## config.mk

```make
export PLATFORM = sky130hd
export DESIGN_NAME = mult_share_arbiter
export DESIGN_NICKNAME = d
export VERILOG_FILES = /design/src/rtl/mult_share_arbiter.sv
export SDC_FILE = /design/constraint.sdc
export NUM_CORES = 1
export LEC_CHECK = 0
export ABC_CLOCK_PERIOD_IN_PS = 1600
export CAP_MARGIN = 25
export CORE_AREA = 2 2 167 169
export DETAILED_ROUTE_END_ITERATION = 7
export DIE_AREA = 0 0 169 171
export SYNTH_ARGS = -nofsm -noshare
export SYNTH_HDL_FRONTEND = slang
export SYNTH_SLANG_ARGS = --single-unit
```

## constraint.sdc

```tcl
create_clock -name clk -period 1.6 [get_ports clk]
set_input_delay 0.16 -clock clk [delete_from_list [all_inputs] [get_ports clk]]
set_output_delay 0.16 -clock clk [all_outputs]
set_load 0.05 [all_outputs]
```

## src/rtl/mult_share_arbiter.sv

```systemverilog
// mult_share_arbiter: shares one fixed-latency 32-bit multiplier among NUM_REQ requesters.
// Define MULT_ARB_RR_EN for round-robin arbitration; otherwise the lowest index always wins.
module mult_share_arbiter #(
    parameter int NUM_REQ = 4,
    parameter int LATENCY = 4
) (
    input  logic                    clk,
    input  logic                    rst,
    input  logic [NUM_REQ-1:0]      req_valid,
    input  logic [32*NUM_REQ-1:0]   req_in1,
    input  logic [32*NUM_REQ-1:0]   req_in2,
    output logic [NUM_REQ-1:0]      req_grant,
    output logic [NUM_REQ-1:0]      resp_valid,
    output logic [31:0]             resp_data,
    output logic [31:0]             mul_in1,
    output logic [31:0]             mul_in2,
    output logic                    mul_tstart,
    input  logic [31:0]             mul_out,
    output logic [31:0]             ops_issued
);
    localparam int IDX_W = (NUM_REQ > 1) ? $clog2(NUM_REQ) : 1;

    function automatic logic [IDX_W-1:0] lowest_set(input logic [NUM_REQ-1:0] v);
        logic [IDX_W-1:0] r;
        r = '0;
        for (int k = NUM_REQ - 1; k >= 0; k--) begin
            r = v[k] ? IDX_W'(k) : r;
        end
        return r;
    endfunction

    // Addition modulo NUM_REQ for index arithmetic (operands are already < NUM_REQ).
    function automatic logic [IDX_W-1:0] wrap_add(input logic [IDX_W-1:0] a,
                                                  input logic [IDX_W-1:0] b);
        logic [IDX_W:0] sum;
        sum = {1'b0, a} + {1'b0, b};
        if (sum >= (IDX_W+1)'(NUM_REQ)) begin
            return IDX_W'(sum - (IDX_W+1)'(NUM_REQ));
        end else begin
            return IDX_W'(sum);
        end
    endfunction

    logic                   grant_any_s;
    logic [IDX_W-1:0]       grant_idx_s;
    logic                   tag_valid_r [LATENCY];
    logic [IDX_W-1:0]       tag_idx_r   [LATENCY];
    logic [31:0]            ops_issued_r;

`ifdef MULT_ARB_RR_EN
    logic [IDX_W-1:0]       ptr_r;
    logic [NUM_REQ-1:0]     rot_s;

    // Round-robin search: rotate requests so bit 0 is the requester at ptr.
    always_comb begin
        rot_s = '0;
        for (int k = 0; k < NUM_REQ; k++) begin
            rot_s[k] = req_valid[wrap_add(ptr_r, IDX_W'(k))];
        end
        grant_any_s = (|req_valid) && !rst;
        grant_idx_s = wrap_add(ptr_r, lowest_set(rot_s));
    end

    // Priority pointer moves just past the last granted requester.
    always_ff @(posedge clk) begin
        if (rst) begin
            ptr_r <= '0;
        end else if (grant_any_s) begin
            ptr_r <= wrap_add(grant_idx_s, IDX_W'(1));
        end else begin
            ptr_r <= ptr_r;
        end
    end
`else
    // Fixed priority search: lowest requesting index wins.
    always_comb begin
        grant_any_s = (|req_valid) && !rst;
        grant_idx_s = lowest_set(req_valid);
    end
`endif

    // Grant vector and multiplier operand mux.
    always_comb begin
        req_grant  = '0;
        mul_tstart = grant_any_s;
        for (int k = 0; k < NUM_REQ; k++) begin
            req_grant[k] = grant_any_s && (grant_idx_s == IDX_W'(k));
        end
        if (grant_any_s) begin
            mul_in1 = req_in1[32*int'(grant_idx_s) +: 32];
            mul_in2 = req_in2[32*int'(grant_idx_s) +: 32];
        end else begin
            mul_in1 = 32'd0;
            mul_in2 = 32'd0;
        end
    end

    // Tag pipeline mirrors the multiplier latency so each result is routed to its owner.
    always_ff @(posedge clk) begin
        if (rst) begin
            for (int s = 0; s < LATENCY; s++) begin
                tag_valid_r[s] <= 1'b0;
                tag_idx_r[s]   <= '0;
            end
        end else begin
            tag_valid_r[0] <= grant_any_s;
            tag_idx_r[0]   <= grant_idx_s;
            for (int s = 1; s < LATENCY; s++) begin
                tag_valid_r[s] <= tag_valid_r[s-1];
                tag_idx_r[s]   <= tag_idx_r[s-1];
            end
        end
    end

    // Response steering from the pipeline tail.
    always_comb begin
        resp_valid = '0;
        for (int k = 0; k < NUM_REQ; k++) begin
            resp_valid[k] = tag_valid_r[LATENCY-1] && (tag_idx_r[LATENCY-1] == IDX_W'(k));
        end
        if (tag_valid_r[LATENCY-1]) begin
            resp_data = mul_out;
        end else begin
            resp_data = 32'd0;
        end
    end

    // Free-running count of accepted operand pairs.
    always_ff @(posedge clk) begin
        if (rst) begin
            ops_issued_r <= 32'd0;
        end else if (grant_any_s) begin
            ops_issued_r <= ops_issued_r + 32'd1;
        end else begin
            ops_issued_r <= ops_issued_r;
        end
    end

    assign ops_issued = ops_issued_r;

endmodule

```

==> reports/qor.txt, run 1 <==
part of the Yosys area used for sequential elements -> 22.9%
Max H-tree Level -> 2
Initial Utilization -> 14.0%
Hold Crit Class -> in2reg
vias per inst -> 4.54
Final WS setup -> -0.270 ns
initial antenna violation count -> 7
fin crit period -> 1.87 ns
wire length per cell -> 21.5 um
Fmax achieved -> 0.535 GHz
FP Rows -> 61
drt pass-1 iters -> 4
Tcrit/Tclk final -> 117%
hold buffer count at CTS -> 0
Synth Flop Type -> dfxtp_1
post-DP HPWL -> 21800 um
Final ANT Viol Nets -> 0
status -> finished, violations left
commonest non-fill, non-tap cell in the layout -> clkdlybuf4s50_1
Post-route DRC -> 0
ys async rst share -> 0%
sw frac -> 36.5%
Seq pwr share -> 20.0%
Fill cells -> 2589
leakage -> 4.55 nW
kind of critical path -> in2out
GRT Overall Usage -> 18.3%
Pint -> 3.46 mW
final setup TNS -> -11.28 ns
vias -> 6097
Root Driver -> clkbuf_16
Setup violations, final -> 76
chip height -> 171 um
combinational fraction of design power -> 59.5%
Pwr Total -> 5.45 mW
Clock Tree Buf Depth -> 2
CTS tree -> built
Worst Path Arrival -> 1.71 ns
die area -> 28900 um2
layout cell share with drive strength beyond 1 -> 45.3%
area added between synthesis and finish -> 211%
pwr dens -> 457 nW/um2
failing checks -> setup timing
RSZ-0062 raised after global routing -> yes
maximum VDD drop -> 0.345 mV
Worst-Margin Slew -> 0.542 ns
most frequent cells in the layout -> clkdlybuf4s50_1 (288), buf_4 (122), buf_12 (64)
Req. time, crit path -> 1.44 ns
Hold Vio Cnt, Final -> 0
post-route non-filler standard cell count -> 1343
Inst Count DP -> 1302
first-pass GRT wire length -> 39300 um
syn_area_per_cell -> 8.01 um2
Cell Area, Synth -> 3840 um2
Core Area -> 27300 um2
Clock Latency Late Sink -> 0.29 ns
number of synthesized register bits -> 44
I/O Buffers -> 430
P_sw -> 1.99 mW
syn nets -> 774
Cells after Synth -> 479
fin nets -> 1288
CP Capture Type -> primary output
Die Wd -> 169 um
crit path launch type -> input port
largest net degree at the start of global routing -> 43
clock share of power -> 20.5%
CTS buffer count -> 5
yosys warns -> 0
Slew Viols, Final -> 0
max cap viols -> 0
Netlist cell types -> 42
CTS sink cnt -> 44
routed wire length -> 28900 um
vias in the first global route -> 6138
Post-synth EDFFs -> 0
I/O pins -> 431
Reg clk slew, reported paths -> 0.06 ns
gr ovfl total -> 0
First DRT Iteration DRCs -> 237
crit-path max FO -> 4
clk_skew -> 0.00509 ns
Slew headroom -> 63.9%
placer's final routability congestion estimate -> 0.808
[power by group through the flow]
| stage | clock [mW] | combinational (mW) | sequential (mW) |
|---|---|---|---|
| 2_1_floorplan | 0 | 1.27 | 1.15 |
| 3_3_place_gp | 0 | 2.72 | 1.11 |
| 3_5_place_dp | 0 | 2.73 | 1.12 |
| 4_1_cts | 1.14 | 3.17 | 1.09 |
| 5_1_grt | 1.20 | 3.37 | 1.09 |
| 6_report | 1.12 | 3.24 | 1.09 |
[routing by layer]
metal  share of wire [%]  GRT usage, %  vias up
met3                 7.8          5.51       38
met4                 2.5          5.09        8
met1                  40          22.1     2922
met2                  50          31.6      269
li1                    -             -     2860
met5                0.16             0        -
[synth_stat cells (5+ instances only)]
| cell | n | share of area (%) |
|---|---|---|
| nand4_1 | 11 | 1.8 |
| a21oi_1 | 5 | 0.65 |
| mux2i_1 | 60 | 16 |
| nand2_1 | 17 | 1.7 |
| a22oi_1 | 60 | 12 |
| and2_1 | 35 | 5.7 |
| clkbuf_1 | 29 | 2.8 |
| o22ai_1 | 60 | 9.8 |
| nor2_1 | 41 | 4.0 |
| xor2_1 | 14 | 3.2 |
| nor2b_1 | 13 | 2.1 |
| buf_2 | 11 | 1.4 |
| nand3_1 | 5 | 0.65 |
| xnor2_1 | 13 | 3.0 |
| dfxtp_1 | 44 | 23 |
| buf_1 | 6 | 0.59 |
| o21ai_0 | 5 | 0.65 |
[flip-flops by register name (all words and copies together) (netlist names)]
register / flops
tag_idx_r: 8
tag_valid_r: 4
ops_issued: 32
[per-stage QoR]
step                util (%)  setup slack, ns  hold slack, ns  cell area [um2]
finish                  43.7           -0.270           0.270            11900
global route            43.7           -0.333           0.286            11900
CTS                     42.5           -0.301           0.254            11600
detailed placement      38.0           -0.808           0.424            10400
global placement        38.0           -0.782           0.417            10400
floorplan                  -           -0.218           0.371             4760
[worst max-delay path: stages]
cell      delay, ns
buf_6          0.09
nor2b_4        0.12
o21bai_4       0.20
buf_12         0.15
mux2_4         0.29
a222oi_1       0.30
buf_4          0.19
nor2_4         0.05
buf_8          0.14
[timing repair]
| item | in CTS | in global routing |
|---|---|---|
| buffers inserted | 14 | 5 |
| pin swaps | 29 | 8 |
| hold endpoints to repair | 0 | 0 |
| cloned | 9 | 4 |
| setup endpoints to repair | 96 | 86 |
| gates resized for setup | 174 | 43 |
[cells by family (layout without fill, tap and decap cells)]
kind of cell / after synthesis / count (layout) / share of synthesized area, %
simple gates: 157 / 157 / 24.2
compound gates: 135 / 135 / 24.1
buf+inv: 51 / 566 / 5.54
fa+ha+maj: 1 / 1 / 0.326
xor+xnor: 27 / 27 / 6.16
other cells: 0 / 3 / 0
mux: 64 / 64 / 16.8
flops: 44 / 44 / 22.9
[cell type report]
class                           count  area [um2]  share of cell area [%]
Tap cell                          346         433                    3.63
Sequential cell                    44         965                    8.08
Clock buffer                        6         150                    1.26
Multi-Input combinational cell    384        4150                    34.8
Timing Repair Buffer              554        6200                    51.9
Inverter                            4        18.8                   0.157
Antenna cell                        3        7.51                  0.0629
Clock inverter                      2        12.5                   0.105
[final timing paths]
kind / start / endpoint / slack [ns] / cells past startpoint
max: req_valid[3] / mul_in1[0] / -0.27 / 9
min: rst / ops_issued[0] / 0.27 / 3
max reg2reg: ops_issued[1] / ops_issued[26] / -0.19 / 8
min reg2reg: tag_idx_r[0][0] / tag_idx_r[0][2] / 0.44 / 1
Note: power is estimated with default switching activity, not from simulation.
==> run 2, diff against run 1 <==
- REMOVE_ABC_BUFFERS: unset -> 1
==> run 2 against run 1 <==
  * The flow still finishes with violations (setup timing)
  * Combinational power fell by 6%
  * Total power fell by 0.76%
  * Utilization fell by 0.89 points
  * Final area fell by 2.0%
  * Critical path depth fell by 1
  * Hold slack got worse by 0.055 ns
  * Clock skew fell by 0.0023 ns
  * Sequential share of layout area fell by 0.36 points
  * Clock power rose by 11%
  * Critical path type unchanged
  * Critical endpoint is now mul_in1[1]
  * Highest routed layer unchanged
==> reports/qor.txt, run 2 (same netlist as run 1, synthesis figures left out) <==
status -> finished, violations left
failing checks -> setup timing
area added between synthesis and finish -> 205%
CTS tree -> built
worst slack at placement -> -0.861 ns (-0.0530 ns)
hold buffer count at CTS -> 0 (unchanged)
R2R Setup Slk -> -0.13 ns (+0.06 ns)
Fmax achieved -> 0.562 GHz (+5.1%)
maximum VDD drop -> 0.444 mV (+29%)
leakage -> 4.60 nW (+1.2%)
vias -> 6118 (+0.34%)
most frequent cells in the layout -> clkdlybuf4s50_1 (288), buf_4 (122), buf_12 (68)
Hold Crit Class -> in2reg
met1 Usage GRT -> 19.0% (-3.1 points)
most frequent CP cell -> buf_6
Req. time, crit path -> 1.44 ns (about the same)
Slew headroom -> 70.6% (+6.7 points)
initial antenna violation count -> 6 (-1)
CTS sink cnt -> 44 (unchanged)
post-DP HPWL -> 19100 um (-12%)
FP Rows -> 61 (unchanged)
I/O Buffers -> 430 (unchanged)
Seq pwr share -> 20.8% (+0.8 points)
final instance area -> 11700 um2 (-2.0%)
Tcrit/Tclk final -> 111% (-5.7 points)
largest net degree at the start of global routing -> 26 (-40%)
CP max stage cell -> a222oi_1
Clock Tree Buf Depth -> 2 (unchanged)
clk_skew -> 0.00281 ns (-0.00228 ns)
vias in the first global route -> 6243 (+1.7%)
Clock Latency Late Sink -> 0.29 ns (about the same)
Final ANT Viol Nets -> 0 (unchanged)
Cell Chain, Critical Path -> buf_8, buf_6, o21bai_4, buf_6, mux2_4, a222oi_1, nor2_1, buf_6
Die Wd -> 169 um (unchanged)
clock share of power -> 22.9% (+2.4 points)
combinational fraction of design power -> 56.4% (-3.1 points)
CTS buffer count -> 5 (unchanged)
max FFs per register -> 32 (unchanged)
CP peak stage delay -> 0.35 ns (+0.05 ns)
Pwr Total -> 5.41 mW (-0.76%)
die area -> 28900 um2 (unchanged)
wire length per cell -> 20.4 um (-5.2%)
gr ovfl total -> 0 (unchanged)
global route hottest layer -> met2
First DRT Iteration DRCs -> 250 (+5.5%)
GRT Overall Usage -> 17.4% (-0.92 points)
RSZ-0062 raised after global routing -> yes
P_sw -> 1.85 mW (-6.9%)
vias per inst -> 4.51 (-0.62%)
pwr dens -> 463 nW/um2 (+1.3%)
Worst Path Arrival -> 1.62 ns (-0.09 ns)
grt met3 use -> 4.00% (-1.5 points)
crit path launch type -> input port
sw frac -> 34.3% (-2.3 points)
Setup violations, final -> 75 (-1.3%)
chip height -> 171 um (unchanged)
Core Area -> 27300 um2 (unchanged)
met2 Use GR -> 32.9% (+1.3 points)
Hold Vio Cnt, Final -> 0 (unchanged)
kind of critical path -> in2out
max cap viols -> 0 (unchanged)
fin crit period -> 1.78 ns (-0.0911 ns)
Buf+Inv Stages, Crit Path -> 4 (unchanged)
Post-route DRC -> 0 (unchanged)
Final WS setup -> -0.179 ns (+0.0911 ns)
commonest non-fill, non-tap cell in the layout -> clkdlybuf4s50_1
Top Family by Delay on Critical Path -> buffers and inverters
Util after Layout -> 42.8% (-0.89 points)
Max H-tree Level -> 2 (unchanged)
Reg clk slew, reported paths -> 0.06 ns (about the same)
placer's final routability congestion estimate -> 0.830 (+2.8%)
I/O pins -> 431 (unchanged)
CP Capture Type -> primary output
Pint -> 3.56 mW (+2.8%)
drt pass-1 iters -> 6 (+2)
Initial Utilization -> 14.0% (unchanged)
Slew Viols, Final -> 0 (unchanged)
fin nets -> 1298 (+0.78%)
crit-path max FO -> 5 (+1)
Worst-Margin Slew -> 0.429 ns (-0.113 ns)
Root Driver -> clkbuf_16
placed instance area -> 9390 um2 (-9.5%)
routed wire length -> 27700 um (-4.3%)
layout cell share with drive strength beyond 1 -> 43.8% (-1.4 points)
first-pass GRT wire length -> 37700 um (-4.1%)
run 2: cell count changes in the layout (fill, tap and decap cells not counted), sizes merged, moves of 2 or more:
cell      delta
bufbuf       +3
clkinvlp     -2
diode        +3
buf          +6
run 2: final timing paths:
check,start,depth (start not counted),to
worst max-delay path,req_valid[1],8,mul_in1[1]
worst max register to register,ops_issued[0],6,ops_issued[30]
worst min-delay path,rst,3,ops_issued[1]
worst min register to register,tag_idx_r[0][4],1,tag_idx_r[0][6]
run 2: worst register-to-register path: stages, from the launching register on:
cell and delay [ns]:
dfxtp_2 0.36, ha_4 0.17, nand3_4 0.08, or4_4 0.52, nor4_4 0.30, xnor2_1 0.15, nor2_1 0.05
run 2: area by class of cell:
class,count,area [um2]
clock inverters,1,30.0
multi-input cells,385,3770
fillers,2652,15600
repair buffers,563,6370
clock buffers,7,153
diodes,6,15.0
flip-flops and latches,44,903
well taps,346,433
inverters,4,17.5
run 2: through the flow:
stage                     std cells  TNS [ns]  hold WS [ns]
after floorplan                 432   -294.17         0.229
after global placement         1295    -52.59         0.417
after detailed placement       1295    -53.50         0.420
after CTS                      1343     -8.87         0.223
after global routing           1356    -10.55         0.237
final                          1356     -6.43         0.214
run 2: what timing repair did:
action	in CTS	in global routing
endpoints found under the setup margin	94	91
cloned	17	3
pin swaps	30	38
buffers inserted	23	12
resized for setup	196	125
run 2: layer usage:
layer	vias up	share of wire (%)
li1	2880	-
met1	2916	37
met2	292	53
met3	28	6.8
met4	2	2.4
met5	-	0.018
run 2: power by group through the flow:
stage	sequential (mW)	clock, mW	combinational (mW)
2_1_floorplan	1.18	0	0.978
3_3_place_gp	1.14	0	2.35
3_5_place_dp	1.14	0	2.34
4_1_cts	1.12	1.28	2.89
5_1_grt	1.12	1.31	3.19
6_report	1.12	1.24	3.05
